--- config.mk ---
export PLATFORM = sky130hd
export DESIGN_NAME = ptmch_trg_seq
export DESIGN_NICKNAME = d
export VERILOG_FILES = /design/src/rtl/ptmch_trg_seq.sv
export SDC_FILE = /design/constraint.sdc
export NUM_CORES = 1
export LEC_CHECK = 0
export CAP_MARGIN = 20
export CORE_ASPECT_RATIO = 1.4
export CORE_MARGIN = 4
export CORE_UTILIZATION = 50
export DETAILED_ROUTE_END_ITERATION = 8
export PLACE_DENSITY = 0.66
export SLEW_MARGIN = 20
export SYNTH_ARGS = -nofsm -noshare
export SYNTH_HDL_FRONTEND = slang
export SYNTH_SLANG_ARGS = --single-unit
--- constraint.sdc ---
create_clock -name CLK200M -period 3.11 [get_ports CLK200M]
set_input_delay 0.311 -clock CLK200M [delete_from_list [all_inputs] [get_ports CLK200M]]
set_output_delay 0.311 -clock CLK200M [all_outputs]
set_load 0.02 [all_outputs]
--- src/rtl/ptmch_trg_seq.sv ---
// ptmch_trg_seq: trigger-pulse sequencer for the ptmch trigger path.
// Holds a pulse-train configuration (delay, width, period, repeat count)
// written by the SPI command decoder and, on a start command, drives a
// cycle-exact train of pulses on TRG_PLS. Reports busy/done status and flags
// rejected writes or starts on CFG_ERR.

module ptmch_trg_seq #(
   parameter int CNT_W = 16,
   parameter int REP_W = 8
) (
   input  logic             CLK200M,
   input  logic             RESET,
   input  logic             CFG_WE,
   input  logic [1:0]       CFG_ADDR,
   input  logic [CNT_W-1:0] CFG_WDATA,
   input  logic             START,
   input  logic             ABORT,
   output logic             TRG_PLS,
   output logic             BUSY,
   output logic             DONE,
   output logic             CFG_ERR
);

   typedef enum logic [1:0] {
      ST_IDLE  = 2'd0,
      ST_DELAY = 2'd1,
      ST_HIGH  = 2'd2,
      ST_LOW   = 2'd3
   } state_t;

   // Configuration registers, visible to the SPI decoder side.
   logic [CNT_W-1:0] dly_cfg_r;
   logic [CNT_W-1:0] wid_cfg_r;
   logic [CNT_W-1:0] per_cfg_r;
   logic [REP_W-1:0] rep_cfg_r;

   // Working copies captured at start; the running train only uses these.
   // The low-phase length is stored pre-computed as PERIOD-WIDTH.
   logic [CNT_W-1:0] wid_wrk_r, wid_wrk_nx_s;
   logic [CNT_W-1:0] gap_wrk_r, gap_wrk_nx_s;

   // Sequencer state: cnt_r holds the remaining cycles of the current phase
   // minus one; rep_r holds the number of pulses still to emit, including the
   // one currently in progress.
   state_t           state_r, state_nx_s;
   logic [CNT_W-1:0] cnt_r, cnt_nx_s;
   logic [REP_W-1:0] rep_r, rep_nx_s;

   logic             trg_pls_r;
   logic             busy_r;
   logic             done_r;
   logic             cfg_err_r;
   logic             done_nx_s;
   logic             err_nx_s;
   logic             cfg_ok_s;
   logic             idle_s;

   assign idle_s   = (state_r == ST_IDLE);

   // Legal train: non-zero width, a low gap of at least one cycle, at least one pulse.
   assign cfg_ok_s = (wid_cfg_r != {CNT_W{1'b0}}) &&
                     (per_cfg_r > wid_cfg_r) &&
                     (rep_cfg_r != {REP_W{1'b0}});

   // Next-state, counter reload and status-pulse decode.
   always_comb begin
      state_nx_s   = state_r;
      cnt_nx_s     = cnt_r;
      rep_nx_s     = rep_r;
      wid_wrk_nx_s = wid_wrk_r;
      gap_wrk_nx_s = gap_wrk_r;
      done_nx_s    = 1'b0;
      err_nx_s     = 1'b0;

      case (state_r)
         ST_IDLE: begin
            // ABORT in IDLE cancels a simultaneous start and suppresses its error.
            if (START && !ABORT) begin
               if (cfg_ok_s) begin
                  wid_wrk_nx_s = wid_cfg_r;
                  gap_wrk_nx_s = per_cfg_r - wid_cfg_r;
                  rep_nx_s     = rep_cfg_r;
                  if (dly_cfg_r != {CNT_W{1'b0}}) begin
                     state_nx_s = ST_DELAY;
                     cnt_nx_s   = dly_cfg_r - CNT_W'(1'b1);
                  end else begin
                     state_nx_s = ST_HIGH;
                     cnt_nx_s   = wid_cfg_r - CNT_W'(1'b1);
                  end
               end else begin
                  err_nx_s = 1'b1;
               end
            end else begin
               state_nx_s = ST_IDLE;
            end
         end

         ST_DELAY: begin
            if (ABORT) begin
               state_nx_s = ST_IDLE;
            end else if (cnt_r == {CNT_W{1'b0}}) begin
               state_nx_s = ST_HIGH;
               cnt_nx_s   = wid_wrk_r - CNT_W'(1'b1);
            end else begin
               cnt_nx_s = cnt_r - CNT_W'(1'b1);
            end
         end

         ST_HIGH: begin
            if (ABORT) begin
               state_nx_s = ST_IDLE;
            end else if (cnt_r == {CNT_W{1'b0}}) begin
               if (rep_r == REP_W'(1'b1)) begin
                  // Last pulse: no trailing gap, straight back to IDLE.
                  state_nx_s = ST_IDLE;
                  done_nx_s  = 1'b1;
               end else begin
                  state_nx_s = ST_LOW;
                  cnt_nx_s   = gap_wrk_r - CNT_W'(1'b1);
                  rep_nx_s   = rep_r - REP_W'(1'b1);
               end
            end else begin
               cnt_nx_s = cnt_r - CNT_W'(1'b1);
            end
         end

         ST_LOW: begin
            if (ABORT) begin
               state_nx_s = ST_IDLE;
            end else if (cnt_r == {CNT_W{1'b0}}) begin
               state_nx_s = ST_HIGH;
               cnt_nx_s   = wid_wrk_r - CNT_W'(1'b1);
            end else begin
               cnt_nx_s = cnt_r - CNT_W'(1'b1);
            end
         end

         default: begin
            state_nx_s = ST_IDLE;
         end
      endcase

      // A write that arrives while a train runs is dropped and flagged.
      if (CFG_WE && !idle_s) begin
         err_nx_s = 1'b1;
      end else begin
         err_nx_s = err_nx_s;
      end
   end

   // Sequencer registers and registered outputs derived from the next state.
   always_ff @(posedge CLK200M) begin
      if (RESET) begin
         state_r   <= ST_IDLE;
         cnt_r     <= {CNT_W{1'b0}};
         rep_r     <= {REP_W{1'b0}};
         wid_wrk_r <= {CNT_W{1'b0}};
         gap_wrk_r <= {CNT_W{1'b0}};
         trg_pls_r <= 1'b0;
         busy_r    <= 1'b0;
         done_r    <= 1'b0;
         cfg_err_r <= 1'b0;
      end else begin
         state_r   <= state_nx_s;
         cnt_r     <= cnt_nx_s;
         rep_r     <= rep_nx_s;
         wid_wrk_r <= wid_wrk_nx_s;
         gap_wrk_r <= gap_wrk_nx_s;
         trg_pls_r <= (state_nx_s == ST_HIGH);
         busy_r    <= (state_nx_s != ST_IDLE);
         done_r    <= done_nx_s;
         cfg_err_r <= err_nx_s;
      end
   end

   // Configuration write port; writes only land while the sequencer is idle.
   // A start in the same cycle snapshots the old values because the
   // snapshot reads these registers before this edge updates them.
   always_ff @(posedge CLK200M) begin
      if (RESET) begin
         dly_cfg_r <= {CNT_W{1'b0}};
         wid_cfg_r <= CNT_W'(1'b1);
         per_cfg_r <= CNT_W'(2'd2);
         rep_cfg_r <= REP_W'(1'b1);
      end else if (CFG_WE && idle_s) begin
         case (CFG_ADDR)
            2'd0:    dly_cfg_r <= CFG_WDATA;
            2'd1:    wid_cfg_r <= CFG_WDATA;
            2'd2:    per_cfg_r <= CFG_WDATA;
            2'd3:    rep_cfg_r <= CFG_WDATA[REP_W-1:0];
            default: dly_cfg_r <= dly_cfg_r;
         endcase
      end else begin
         dly_cfg_r <= dly_cfg_r;
      end
   end

   assign TRG_PLS = trg_pls_r;
   assign BUSY    = busy_r;
   assign DONE    = done_r;
   assign CFG_ERR = cfg_err_r;

endmodule
==> impl_metrics.env <==
export IMPL_outcome="finished, final reports clean"
export IMPL_nFillCells=1300
export IMPL_rsz0062_at_grt="no"
export IMPL_power_mw=5.829
export IMPL_clock_skew_ns=0.01081
export IMPL_powerDensity_nw_per_um2=688.9
export IMPL_seq_power_share=0.295
export IMPL_drc=0
export IMPL_area_growth_pct=17.64
export IMPL_grtUsageMet1=0.3474
export IMPL_first_pass_iters=5
export IMPL_grtUsageMet2=0.4676
export IMPL_async_flop_share=0
export IMPL_multi_input_area_um2=4489
export IMPL_ys_ff_latch=118
export IMPL_dp_hpwl_mm=16.44
export IMPL_final_max_slew_viol_count=0
export IMPL_holdBufCountCts=0
export IMPL_postCtsSetupBuffers=0
export IMPL_drt_iter0_drc=456
export IMPL_grt_overflow=0
export IMPL_viasPerCell=5.909
export IMPL_fin_hold_ws_ns=0.4552
export IMPL_yosysWarningCount=0
export IMPL_syn_cell_area_um2=7192
export IMPL_finalSetupTns_ns=0
export IMPL_synthesis_nets=985
export IMPL_setup_violations=0
export IMPL_die_h_um=149.9
export IMPL_cp_end_kind="flop"
export IMPL_tritoncts="yes"
export IMPL_min_period_ns=2.892
export IMPL_portBuffers=26
export IMPL_regArea_um2=2362
export IMPL_cp_start_kind="flop"
export IMPL_grt_pass1_wl_mm=34.99
export IMPL_p_sw_mw=2.055
export IMPL_h_tree_depth=4
export IMPL_synth_top_area_cell="dfxtp_1"
export IMPL_wl_per_cell_um=18.68
export IMPL_clock_latency_ns=0.42
export IMPL_clkPwrFrac=0.355
export IMPL_vias=6979
export IMPL_synth_avg_cell_area_um2=7.659
export IMPL_ys_seq_area_frac=0.3285
export IMPL_synth_top_cells_by_area="dfxtp_1 33%, nand2_1 8.2%, a21oi_1 6.5%"
export IMPL_die_w_um=109.4
export IMPL_pre_cts_slack_ns=0.2419
export IMPL_synth_top_area_share=0.3285
export IMPL_place_detailed_instances=1149
export IMPL_wl_mm=22.06
export IMPL_worstSetupPathType="flop to flop"
export IMPL_fin_ws_ns=0.2183
export IMPL_synthCells=939
export IMPL_die_area_um2=16390
export IMPL_pwr_share_comb=0.351
export IMPL_cts_root_buf="clkbuf_16"
export IMPL_crit_required_ns=3.44
export IMPL_grt_start_max_net_pins=62
export IMPL_ir_drop_mv=0.4085
export IMPL_cts_sinks=118
export IMPL_place_gp_congestion=0.9070
export IMPL_place_area_um2=7841
export IMPL_antenna_cells_inserted=0
export IMPL_globalRouteMet3Util=0.04359
export IMPL_antenna_left=0
export IMPL_row_count=51
export IMPL_synth_edf_count=0
export IMPL_fmax_ghz=0.3458
export IMPL_final_layout_size_suffix_gt1_frac=0.1054
export IMPL_postLayoutCellArea_um2=8461
export IMPL_fin_crit_sh=0.9298
export IMPL_tightestPinTransition_ns=0.7171
export IMPL_hold_viol=0
export IMPL_crit_fanout=14
export IMPL_grt_pass1_vias=6661
export IMPL_clk_pin_slew_worst_paths_ns=0.06
export IMPL_intPower_mw=3.774
export IMPL_cts_buffers=17
export IMPL_postLayoutCoreUtil=0.6027
export IMPL_clockBufferDepth=2
export IMPL_fin_nets=1029
export IMPL_synth_cell_types=83
export IMPL_leakagePower_nw=3.287
export IMPL_coreArea_um2=14040
export IMPL_io_pins=27
export IMPL_synthFlopType="dfxtp_1"
export IMPL_instances_no_fill=1181
export IMPL_switching_share=0.3526
export IMPL_cp_arrival_ns=3.23
export IMPL_gr_usage_all_layers=0.2756
export IMPL_maxSlewHeadroom=0.5214
export IMPL_antenna_found_initial=0
export IMPL_hp_class="flop to flop"
export IMPL_maxCapViolations=0
export IMPL_grt_busiest_layer="met2"
export IMPL_cts_repair_resized=0
export IMPL_start_util=0.5123
power groups by stage:
stage | registers, mW | logic [mW] | clock network (mW)
after floorplan | 1.73 | 1.43 | 0
after global placement | 1.74 | 2.01 | 0
after detailed placement | 1.75 | 2.01 | 0
after CTS | 1.71 | 2.03 | 2.08
after global routing | 1.73 | 2.23 | 2.15
final | 1.72 | 2.04 | 2.07
path summary, 6_finish.rpt:
check | from | endpoint | slack [ns] | depth (start not counted)
setup / recovery | cnt_r[0] | TRG_PLS | 0.22 | 9
hold reg to reg | rep_r[1] | rep_r[1] | 0.46 | 2
hold / removal | rep_r[1] | rep_r[1] | 0.46 | 2
setup reg to reg | cnt_r[0] | TRG_PLS | 0.22 | 9
flip-flops by register name, summed over array words and instances, names as in the netlist:
name	cells
gap_wrk_r	16
CFG_ERR	1
DONE	1
wid_cfg_r	16
per_cfg_r	16
wid_wrk_r	16
BUSY	1
TRG_PLS	1
dly_cfg_r	16
state_r	2
cnt_r	16
rep_r	8
rep_cfg_r	8
worst max-delay path: stages, from the launching register on:
cell and delay (ns):
dfxtp_1 0.35, inv_1 0.07, ha_1 0.18, or3b_1 0.49, or3_4 0.48, nor2_4 0.32, nand2_1 0.29, a21oi_1 0.28
a21oi_1 0.11, nor3b_1 0.22
cells in the final DEF (no fill, tap or decap), types with 22 or more instances in the layout:
cell               n
xnor2_1           24
nor2_1            88
nor3_1            30
clkdlybuf4s50_1   25
o21ai_0           38
ha_1              22
inv_1             33
mux2i_1           36
nand2_1          158
dfxtp_1          118
buf_4             48
a21oi_1           94
layer usage:
layer	up-vias	routed length, µm
met4	0	707
met2	171	10740
li1	3451	-
met5	-	0
met3	52	864
met1	3305	9748
area by class of cell:
cell class                 count  area share
clock buffer                  21     0.05560
clock inverter                11     0.01760
inverter                      34     0.01508
multi-input combinational    738      0.5306
sequential                   118      0.2792
tap                          185     0.02736
timing repair buffer          74     0.07453
Yosys cell counts (all sizes together), types with 13 or more instances:
master,instances
mux2i,36
nor3,31
nor4,19
nand2b,13
nand2,158
o21ai,40
inv,33
dfxtp,118
a21oi,94
xnor2,24
nor2,91
ha,22
or3,13
xor2,16
nand3,21
clkbuf,37
cells by family after synthesis:
logic type,after synthesis,synth area share
AND/OR/NAND/NOR,398,0.2651
multiplexers,38,0.05324
buffers and inverters,83,0.04732
flip-flops,118,0.3285
adder cells (fa/ha/maj),23,0.04106
XOR/XNOR,40,0.04871
AO/OA/AOI/OAI,239,0.2161
Power figures use the tool's default switching activity.
